`src/rtl/hazard_pkg.sv`:
```
// Shared constants and types for the hazard unit and the pipeline stages
// that consume its stall, flush and forwarding controls.
package hazard_pkg;

  // Default widths for the register index and the performance counters
  localparam int DEFAULT_REG_W = 5;
  localparam int DEFAULT_CNT_W = 16;

  // ResultSrc encoding that marks a load in the decoder
  localparam logic [1:0] RESULT_LOAD = 2'b01;

  // Operand mux select for the E-stage ALU inputs
  typedef enum logic [1:0] {
    FWD_RF = 2'b00,
    FWD_W  = 2'b01,
    FWD_M  = 2'b10
  } forward_sel_e;

  // The single reason the pipeline is being held or redirected this cycle
  typedef enum logic [1:0] {
    CAUSE_NONE   = 2'b00,
    CAUSE_MEM    = 2'b01,
    CAUSE_BRANCH = 2'b10,
    CAUSE_LOAD   = 2'b11
  } hazard_cause_e;

  // M holds the younger result, so a hit there beats a hit in W
  function automatic forward_sel_e pickForward(input logic hitM, input logic hitW);
    forward_sel_e sel;
    sel = FWD_RF;
    if (hitM) begin
      sel = FWD_M;
    end else if (hitW) begin
      sel = FWD_W;
    end
    return sel;
  endfunction

endpackage

```
`src/rtl/hazard_unit_if.sv`:
```
// Bundle between the hazard unit and the pipeline: decoder fields and
// resolution inputs going in, stage-register controls and counters coming out.
interface hazard_unit_if #(
  parameter int REG_W = 5,
  parameter int CNT_W = 16
);

  logic [REG_W-1:0] Rs1D;
  logic [REG_W-1:0] Rs2D;
  logic [REG_W-1:0] RdD;
  logic             RegWriteD;
  logic [1:0]       ResultSrcD;
  logic             PCSrcE;
  logic             MemReqM;
  logic             MemReadyM;

  logic             StallF;
  logic             StallD;
  logic             StallE;
  logic             StallM;
  logic             FlushD;
  logic             FlushE;
  logic             FlushW;
  logic [1:0]       ForwardAE;
  logic [1:0]       ForwardBE;

  logic [CNT_W-1:0] LoadStallCnt;
  logic [CNT_W-1:0] FlushCnt;
  logic [CNT_W-1:0] MemStallCnt;

  // Hazard unit side: sees decoder and resolution fields, drives controls
  modport master (
    input  Rs1D, Rs2D, RdD, RegWriteD, ResultSrcD, PCSrcE, MemReqM, MemReadyM,
    output StallF, StallD, StallE, StallM, FlushD, FlushE, FlushW,
    output ForwardAE, ForwardBE,
    output LoadStallCnt, FlushCnt, MemStallCnt
  );

  // Pipeline side: supplies decoder and resolution fields, obeys controls
  modport slave (
    output Rs1D, Rs2D, RdD, RegWriteD, ResultSrcD, PCSrcE, MemReqM, MemReadyM,
    input  StallF, StallD, StallE, StallM, FlushD, FlushE, FlushW,
    input  ForwardAE, ForwardBE,
    input  LoadStallCnt, FlushCnt, MemStallCnt
  );

endinterface

```
`src/rtl/sat_counter.sv`:
```
// Event counter that sticks at all-ones instead of wrapping, so a long run
// can never make a busy counter look idle.
module sat_counter #(
  parameter int CNT_W = 16
) (
  input  logic             clk,
  input  logic             reset,
  input  logic             inc,
  output logic [CNT_W-1:0] count
);

  localparam logic [CNT_W-1:0] ONE = {{(CNT_W-1){1'b0}}, 1'b1};

  // Count one per flagged cycle until every bit is set, then hold
  always_ff @(posedge clk or negedge reset) begin
    if (!reset) begin
      count <= '0;
    end else if (inc && (count != '1)) begin
      count <= count + ONE;
    end
  end

endmodule

```
`src/rtl/hazard_unit.sv`:
```
// Hazard unit for the 5-stage core. It keeps a shadow copy of the destination
// registers sitting in E, M and W, advancing that copy with the same stall and
// flush decisions it hands to the real stage registers, so only decoder fields
// and the E/M resolution signals are needed from the datapath.
module hazard_unit
  import hazard_pkg::*;
#(
  parameter int REG_W = DEFAULT_REG_W,
  parameter int CNT_W = DEFAULT_CNT_W
) (
  input  logic          clk,
  input  logic          reset,
  hazard_unit_if.master hif
);

  logic [REG_W-1:0] rs1E;
  logic [REG_W-1:0] rs2E;
  logic [REG_W-1:0] rdE;
  logic             regWriteE;
  logic             loadE;

  logic [REG_W-1:0] rdM;
  logic             regWriteM;

  logic [REG_W-1:0] rdW;
  logic             regWriteW;

  logic             memStall;
  logic             lwStall;
  hazard_cause_e    cause;

  logic             stallF;
  logic             stallD;
  logic             stallE;
  logic             stallM;
  logic             flushD;
  logic             flushE;
  logic             flushW;

  forward_sel_e     forwardA;
  forward_sel_e     forwardB;

  logic             loadStallInc;
  logic             flushInc;
  logic             memStallInc;
  logic [CNT_W-1:0] loadStallCount;
  logic [CNT_W-1:0] flushCount;
  logic [CNT_W-1:0] memStallCount;

  // Raw hazard conditions; a load into x0 can never create a dependency
  assign memStall = hif.MemReqM & ~hif.MemReadyM;
  assign lwStall  = loadE & regWriteE & (rdE != '0) &
                    ((rdE == hif.Rs1D) | (rdE == hif.Rs2D));

  // Pick one cause per cycle; held at none during reset so outputs drop at once
  always_comb begin
    cause = CAUSE_NONE;
    if (!reset) begin
      cause = CAUSE_NONE;
    end else if (memStall) begin
      cause = CAUSE_MEM;
    end else if (hif.PCSrcE) begin
      cause = CAUSE_BRANCH;
    end else if (lwStall) begin
      cause = CAUSE_LOAD;
    end
  end

  // Turn the selected cause into stage-register stall and flush lines
  always_comb begin
    stallF = 1'b0;
    stallD = 1'b0;
    stallE = 1'b0;
    stallM = 1'b0;
    flushD = 1'b0;
    flushE = 1'b0;
    flushW = 1'b0;
    case (cause)
      CAUSE_MEM: begin
        // Freeze F..M and drain W; a pending redirect waits because E is frozen
        stallF = 1'b1;
        stallD = 1'b1;
        stallE = 1'b1;
        stallM = 1'b1;
        flushW = 1'b1;
      end
      CAUSE_BRANCH: begin
        flushD = 1'b1;
        flushE = 1'b1;
      end
      CAUSE_LOAD: begin
        stallF = 1'b1;
        stallD = 1'b1;
        flushE = 1'b1;
      end
      default: begin
      end
    endcase
  end

  // Operand forwarding from the shadow M and W destinations, skipping x0
  always_comb begin
    forwardA = pickForward(regWriteM && (rdM != '0) && (rdM == rs1E),
                           regWriteW && (rdW != '0) && (rdW == rs1E));
    forwardB = pickForward(regWriteM && (rdM != '0) && (rdM == rs2E),
                           regWriteW && (rdW != '0) && (rdW == rs2E));
  end

  // Shadow E slot: hold on stall, bubble on flush, otherwise capture decode
  always_ff @(posedge clk or negedge reset) begin
    if (!reset) begin
      rs1E      <= '0;
      rs2E      <= '0;
      rdE       <= '0;
      regWriteE <= 1'b0;
      loadE     <= 1'b0;
    end else if (!stallE) begin
      if (flushE) begin
        rs1E      <= '0;
        rs2E      <= '0;
        rdE       <= '0;
        regWriteE <= 1'b0;
        loadE     <= 1'b0;
      end else begin
        rs1E      <= hif.Rs1D;
        rs2E      <= hif.Rs2D;
        rdE       <= hif.RdD;
        regWriteE <= hif.RegWriteD;
        loadE     <= (hif.ResultSrcD == RESULT_LOAD);
      end
    end
  end

  // Shadow M slot: hold while memory is busy, otherwise follow E
  always_ff @(posedge clk or negedge reset) begin
    if (!reset) begin
      rdM       <= '0;
      regWriteM <= 1'b0;
    end else if (!stallM) begin
      rdM       <= rdE;
      regWriteM <= regWriteE;
    end
  end

  // Shadow W slot: bubble while memory is busy, otherwise follow M
  always_ff @(posedge clk or negedge reset) begin
    if (!reset) begin
      rdW       <= '0;
      regWriteW <= 1'b0;
    end else if (flushW) begin
      rdW       <= '0;
      regWriteW <= 1'b0;
    end else begin
      rdW       <= rdM;
      regWriteW <= regWriteM;
    end
  end

  assign loadStallInc = (cause == CAUSE_LOAD);
  assign flushInc     = (cause == CAUSE_BRANCH);
  assign memStallInc  = (cause == CAUSE_MEM);

  sat_counter #(.CNT_W(CNT_W)) loadStallCounter (
    .clk   (clk),
    .reset (reset),
    .inc   (loadStallInc),
    .count (loadStallCount)
  );

  sat_counter #(.CNT_W(CNT_W)) flushCounter (
    .clk   (clk),
    .reset (reset),
    .inc   (flushInc),
    .count (flushCount)
  );

  sat_counter #(.CNT_W(CNT_W)) memStallCounter (
    .clk   (clk),
    .reset (reset),
    .inc   (memStallInc),
    .count (memStallCount)
  );

  assign hif.StallF       = stallF;
  assign hif.StallD       = stallD;
  assign hif.StallE       = stallE;
  assign hif.StallM       = stallM;
  assign hif.FlushD       = flushD;
  assign hif.FlushE       = flushE;
  assign hif.FlushW       = flushW;
  assign hif.ForwardAE    = forwardA;
  assign hif.ForwardBE    = forwardB;
  assign hif.LoadStallCnt = loadStallCount;
  assign hif.FlushCnt     = flushCount;
  assign hif.MemStallCnt  = memStallCount;

endmodule

```
`src/flat_wrapper.sv`:
```
// flat-port wrapper written by rule: the top's interface ports become plain ports
module hazard_unit_flat import hazard_pkg::*;
#(
  parameter int REG_W = DEFAULT_REG_W,
  parameter int CNT_W = DEFAULT_CNT_W
)
  (clk, reset, hif_Rs1D, hif_Rs2D, hif_RdD, hif_RegWriteD, hif_ResultSrcD, hif_PCSrcE, hif_MemReqM, hif_MemReadyM, hif_StallF, hif_StallD, hif_StallE, hif_StallM, hif_FlushD, hif_FlushE, hif_FlushW, hif_ForwardAE, hif_ForwardBE, hif_LoadStallCnt, hif_FlushCnt, hif_MemStallCnt);
  hazard_unit_if #(.REG_W(REG_W), .CNT_W(CNT_W)) hif_i ();
  input  logic clk;
  input  logic reset;
  input wire logic [$bits(hif_i.Rs1D)-1:0] hif_Rs1D;
  input wire logic [$bits(hif_i.Rs2D)-1:0] hif_Rs2D;
  input wire logic [$bits(hif_i.RdD)-1:0] hif_RdD;
  input wire logic [$bits(hif_i.RegWriteD)-1:0] hif_RegWriteD;
  input wire logic [$bits(hif_i.ResultSrcD)-1:0] hif_ResultSrcD;
  input wire logic [$bits(hif_i.PCSrcE)-1:0] hif_PCSrcE;
  input wire logic [$bits(hif_i.MemReqM)-1:0] hif_MemReqM;
  input wire logic [$bits(hif_i.MemReadyM)-1:0] hif_MemReadyM;
  output wire logic [$bits(hif_i.StallF)-1:0] hif_StallF;
  output wire logic [$bits(hif_i.StallD)-1:0] hif_StallD;
  output wire logic [$bits(hif_i.StallE)-1:0] hif_StallE;
  output wire logic [$bits(hif_i.StallM)-1:0] hif_StallM;
  output wire logic [$bits(hif_i.FlushD)-1:0] hif_FlushD;
  output wire logic [$bits(hif_i.FlushE)-1:0] hif_FlushE;
  output wire logic [$bits(hif_i.FlushW)-1:0] hif_FlushW;
  output wire logic [$bits(hif_i.ForwardAE)-1:0] hif_ForwardAE;
  output wire logic [$bits(hif_i.ForwardBE)-1:0] hif_ForwardBE;
  output wire logic [$bits(hif_i.LoadStallCnt)-1:0] hif_LoadStallCnt;
  output wire logic [$bits(hif_i.FlushCnt)-1:0] hif_FlushCnt;
  output wire logic [$bits(hif_i.MemStallCnt)-1:0] hif_MemStallCnt;
  assign hif_i.Rs1D = hif_Rs1D;
  assign hif_i.Rs2D = hif_Rs2D;
  assign hif_i.RdD = hif_RdD;
  assign hif_i.RegWriteD = hif_RegWriteD;
  assign hif_i.ResultSrcD = hif_ResultSrcD;
  assign hif_i.PCSrcE = hif_PCSrcE;
  assign hif_i.MemReqM = hif_MemReqM;
  assign hif_i.MemReadyM = hif_MemReadyM;
  assign hif_StallF = hif_i.StallF;
  assign hif_StallD = hif_i.StallD;
  assign hif_StallE = hif_i.StallE;
  assign hif_StallM = hif_i.StallM;
  assign hif_FlushD = hif_i.FlushD;
  assign hif_FlushE = hif_i.FlushE;
  assign hif_FlushW = hif_i.FlushW;
  assign hif_ForwardAE = hif_i.ForwardAE;
  assign hif_ForwardBE = hif_i.ForwardBE;
  assign hif_LoadStallCnt = hif_i.LoadStallCnt;
  assign hif_FlushCnt = hif_i.FlushCnt;
  assign hif_MemStallCnt = hif_i.MemStallCnt;
  hazard_unit #(.REG_W(REG_W), .CNT_W(CNT_W)) u_core (.clk(clk), .reset(reset), .hif(hif_i));
endmodule
```
`config.mk`:
```
export PLATFORM = sky130hd
export DESIGN_NAME = hazard_unit_flat
export DESIGN_NICKNAME = d
export VERILOG_FILES = /design/src/rtl/hazard_pkg.sv /design/src/rtl/hazard_unit_if.sv /design/src/rtl/sat_counter.sv /design/src/rtl/hazard_unit.sv /design/src/flat_wrapper.sv
export SDC_FILE = /design/constraint.sdc
export NUM_CORES = 1
export LEC_CHECK = 0
export BUFFER_PORTS_ARGS = -buffer_cell sky130_fd_sc_hd__buf_4
export CORE_AREA = 4 4 98 77
export CTS_CLUSTER_SIZE = 10
export DETAILED_ROUTE_END_ITERATION = 8
export DIE_AREA = 0 0 102 81
export PLACE_DENSITY = 0.82
export SETUP_SLACK_MARGIN = 0.02
export SYNTH_ARGS = -nofsm -noshare
export SYNTH_HDL_FRONTEND = slang
export SYNTH_SLANG_ARGS = --single-unit
```
`constraint.sdc`:
```
create_clock -name clk -period 4.5 [get_ports clk]
set_input_delay 0.675 -clock clk [delete_from_list [all_inputs] [get_ports clk]]
set_output_delay 0.675 -clock clk [all_outputs]
set_load 0.01 [all_outputs]
```
==> run_results.csv <==
group,metric,value,unit
outcome,outcome,"completed",
critical_path,critPathRequiredTime,3.83,ns
grt,grt_start_max_net_pins,45,
layout,design_area,4600,um2
grt,grt_pass1_wl,13400,um
layout,post_route_cells_drive_above_1_share,28.1,%
clock_tree,cts_max_level,3,
synth,synth.area.top_cells,"dfrtp_1 52%, xnor2_1 8.7%, xor2_1 8.7%",
grt,overflow,0,
power,power.leakage,0.00228,uW
power,total_power_consumption,1760,uW
clock_tree,clk_pin_slew,0.08,ns
synth,asyncSetResetFlopFracSynth,100,%
detailed_routing,route.detailed.wl_per_inst,16.0,um
critical_path,crit_fanout,5,
synth,synth_flop_cell,"dfrtp_1",
detailed_routing,first_iter_violations,109,
detailed_routing,routed-via-count,2657,
detailed_routing,detail_route.first_pass.iterations,4,
detailed_routing,post_drt_via_cell_ratio,5.39,
critical_path,timing.critical_path.cells,"or4_1 -> o21ai_0 -> nor4_1 -> nor4_1 -> buf_4",
clock_tree,numCtsBuffers,9,
synth,synth_sequential_area_ratio,52.0,%
detailed_routing,drt_drc_violations_left,0,
sta,layout_worst_path_cycle_share,62.4,%
run,cap_violations,0,
critical_path,r2r_cells,5,
sta,fmax,356,MHz
grt,antenna_violations_before_repair,0,
clock_tree,postCtsResizedCells,0,
synth,synth.cells.most_frequent,"77 x dfrtp_1, 37 x xnor2_1, 37 x xor2_1",
sta,timing.final.crit_period,2.81,ns
clock_tree,cts.hold.buffers_added,0,
sta,final_hold_viol_count,0,
critical_path,timing.critical_path.from_type,"register",
power,power_density,382,nW/um2
floorplanning,floorplan.io_pins,82,
sta,tightestPinTransition,0.761,ns
layout,nNetsFinal,431,
critical_path,master_of_the_slowest_instance_on_the_critical_path,"or4_1",
power,ir_drop,0.240,mV
synth,synth_seq_cells,77,
placement,placement.setup.worst_slack,1.82,ns
floorplanning,die-width,102,um
detailed_routing,drt_wl_total,7890,um
clock_tree,clockRootBuffer,"clkbuf_8",
critical_path,kind_of_end_point_of_the_critical_path,"primary output",
clock_tree,latest_clock_arrival_within_the_worst_skew_pair,0.34,ns
layout,num_antenna_cells,0,
floorplanning,starting_density_of_the_core,55.8,%
detailed_routing,postRouteAntennaNets,0,
synth,syn_nets,346,
placement,cell_area_after_placement,4380,um2
sta,timing.final.max_slew_violations,0,
floorplanning,die_y,81,um
placement,port_buffers,81,
floorplanning,placementRows,26,
synth,synthesis.yosys.warnings,0,
clock_tree,post_cts.repair.setup_buffers,0,
synth,synth_top_area_cell,"dfrtp_1",
placement,place.gp.congestion,0.873,
clock_tree,cts_tree,"done",
floorplanning,core_area,6640,um2
clock_tree,clock_path_buffers,2,
critical_path,critical-path-max-stage-delay,0.55,ns
clock_tree,clock_sinks,77,
synth,synthesis.area,3710,um2
floorplanning,design.die.area,8260,um2
synth,syn_inst,320,
synth,yosys.cell_types.count,40,
min_path,timing.hold.worst.class,"input port to asynchronous set/reset pin",
synth,number_of_enable_type_register_cells_in_the_synthesized_netlist,0,
sta,finClkSkew,0.00698,ns
synth,syn_area_per_cell,11.6,um2
grt,grt_util_all_layers,20.8,%
sta,setup_viol,0,
sta,final.setup.tns,0,ns
critical_path,setup.worst_path.class,"register to primary output",
sta,layout_setup_ws,1.69,ns
sta,rsz0062_at_grt,"false",
grt,number_of_global_route_vias_before_repair,2689,
synth,synth.top_cell.area_share,52.0,%
critical_path,worst_ep_arrival_time,2.13,ns
layout,synthToLayoutAreaGrowth,24.2,%
synth,yosysMostFrequentCell,"dfrtp_1",
sta,timing.max_slew.rel_slack,49.3,%
critical_path,crit_top_cell,"nor4_1",
placement,dp_hpwl,5720,um
power by group:
part           leakage, uW  internal, uW  switching, uW
registers         0.000995           761           98.0
clock network     0.000116           364            237
logic              0.00117           163            136
layout make-up:
type / count / area [um2]
clock buffers: 10 / 128
clock inverters: 5 / 100
fillers: 496 / 2030
inverters: 6 / 22.5
multi-input cells: 228 / 1700
flip-flops and latches: 77 / 1930
well taps: 84 / 105
repair buffers: 83 / 623
through the flow:
stage / instances / hold slack [ns] / utilization (%)
global route: 493 / 0.316 / 69.4
floorplan: 320 / 0.379 / -
finish: 493 / 0.292 / 69.4
CTS: 493 / 0.298 / 69.4
global placement: 478 / 0.475 / 66.0
detailed placement: 478 / 0.479 / 66.0
per-layer routing:
layer  vias to the layer above  track usage, %  wire length, um  share of wire, %
met5                         -               0                0                 0
met4                         0            7.21              119               1.5
met3                        13            4.89              480               6.1
met2                        71            31.5             3640                46
met1                      1279            29.5             3640                46
li1                       1294               -                -                 -
worst paths after layout:
check | start | endpoint | slack (ns)
setup / recovery | u_core.rdM[2] | hif_ForwardBE[0] | 1.69
hold / removal | reset | u_core.loadStallCounter.count[13] | 0.29
setup reg to reg | u_core.rdE[0] | u_core.loadE | 2.20
hold reg to reg | u_core.flushCounter.count[10] | u_core.flushCounter.count[10] | 0.49
max in group asynchronous | reset | u_core.rs1E[1] | 3.28
min in group clk | u_core.flushCounter.count[10] | u_core.flushCounter.count[10] | 0.49
cells by family after synthesis:
family,Yosys count,share of synthesized area (%)
compound gates,26,6.89
simple gates,115,17.5
mux,10,3.00
buf+inv,15,2.16
xor+xnor,74,17.5
fa+ha+maj,3,1.01
flops,77,52.0
state kept, by name, indices dropped and copies added (netlist names):
signal,flops
u_core.rdE,5
u_core.loadE,1
u_core.rdW,5
u_core.rs1E,5
u_core.regWriteM,1
u_core.memStallCounter.count,16
u_core.rs2E,5
u_core.regWriteE,1
u_core.flushCounter.count,16
u_core.rdM,5
u_core.regWriteW,1
u_core.loadStallCounter.count,16
worst max-delay path: cells and delay by family, from the launching register on:
kind,cells,cell delay [ns]
compound gates,1,0.23
flops,1,0.45
buf+inv,1,0.17
simple gates,3,0.96
layout by cell type (no fill, tap or decap), drive strengths merged, types with 5 or more instances in the layout:
cell type and instances:
a22o 16, and3 12, and4 5, buf 83, clkbuf 10, dfrtp 77
inv 6, mux2 9, nand2 18, nand3 19, nand4 14, nor2 21
nor2b 7, or4 5, xnor2 37, xor2 37
Note: power is estimated with default switching activity, not from simulation.
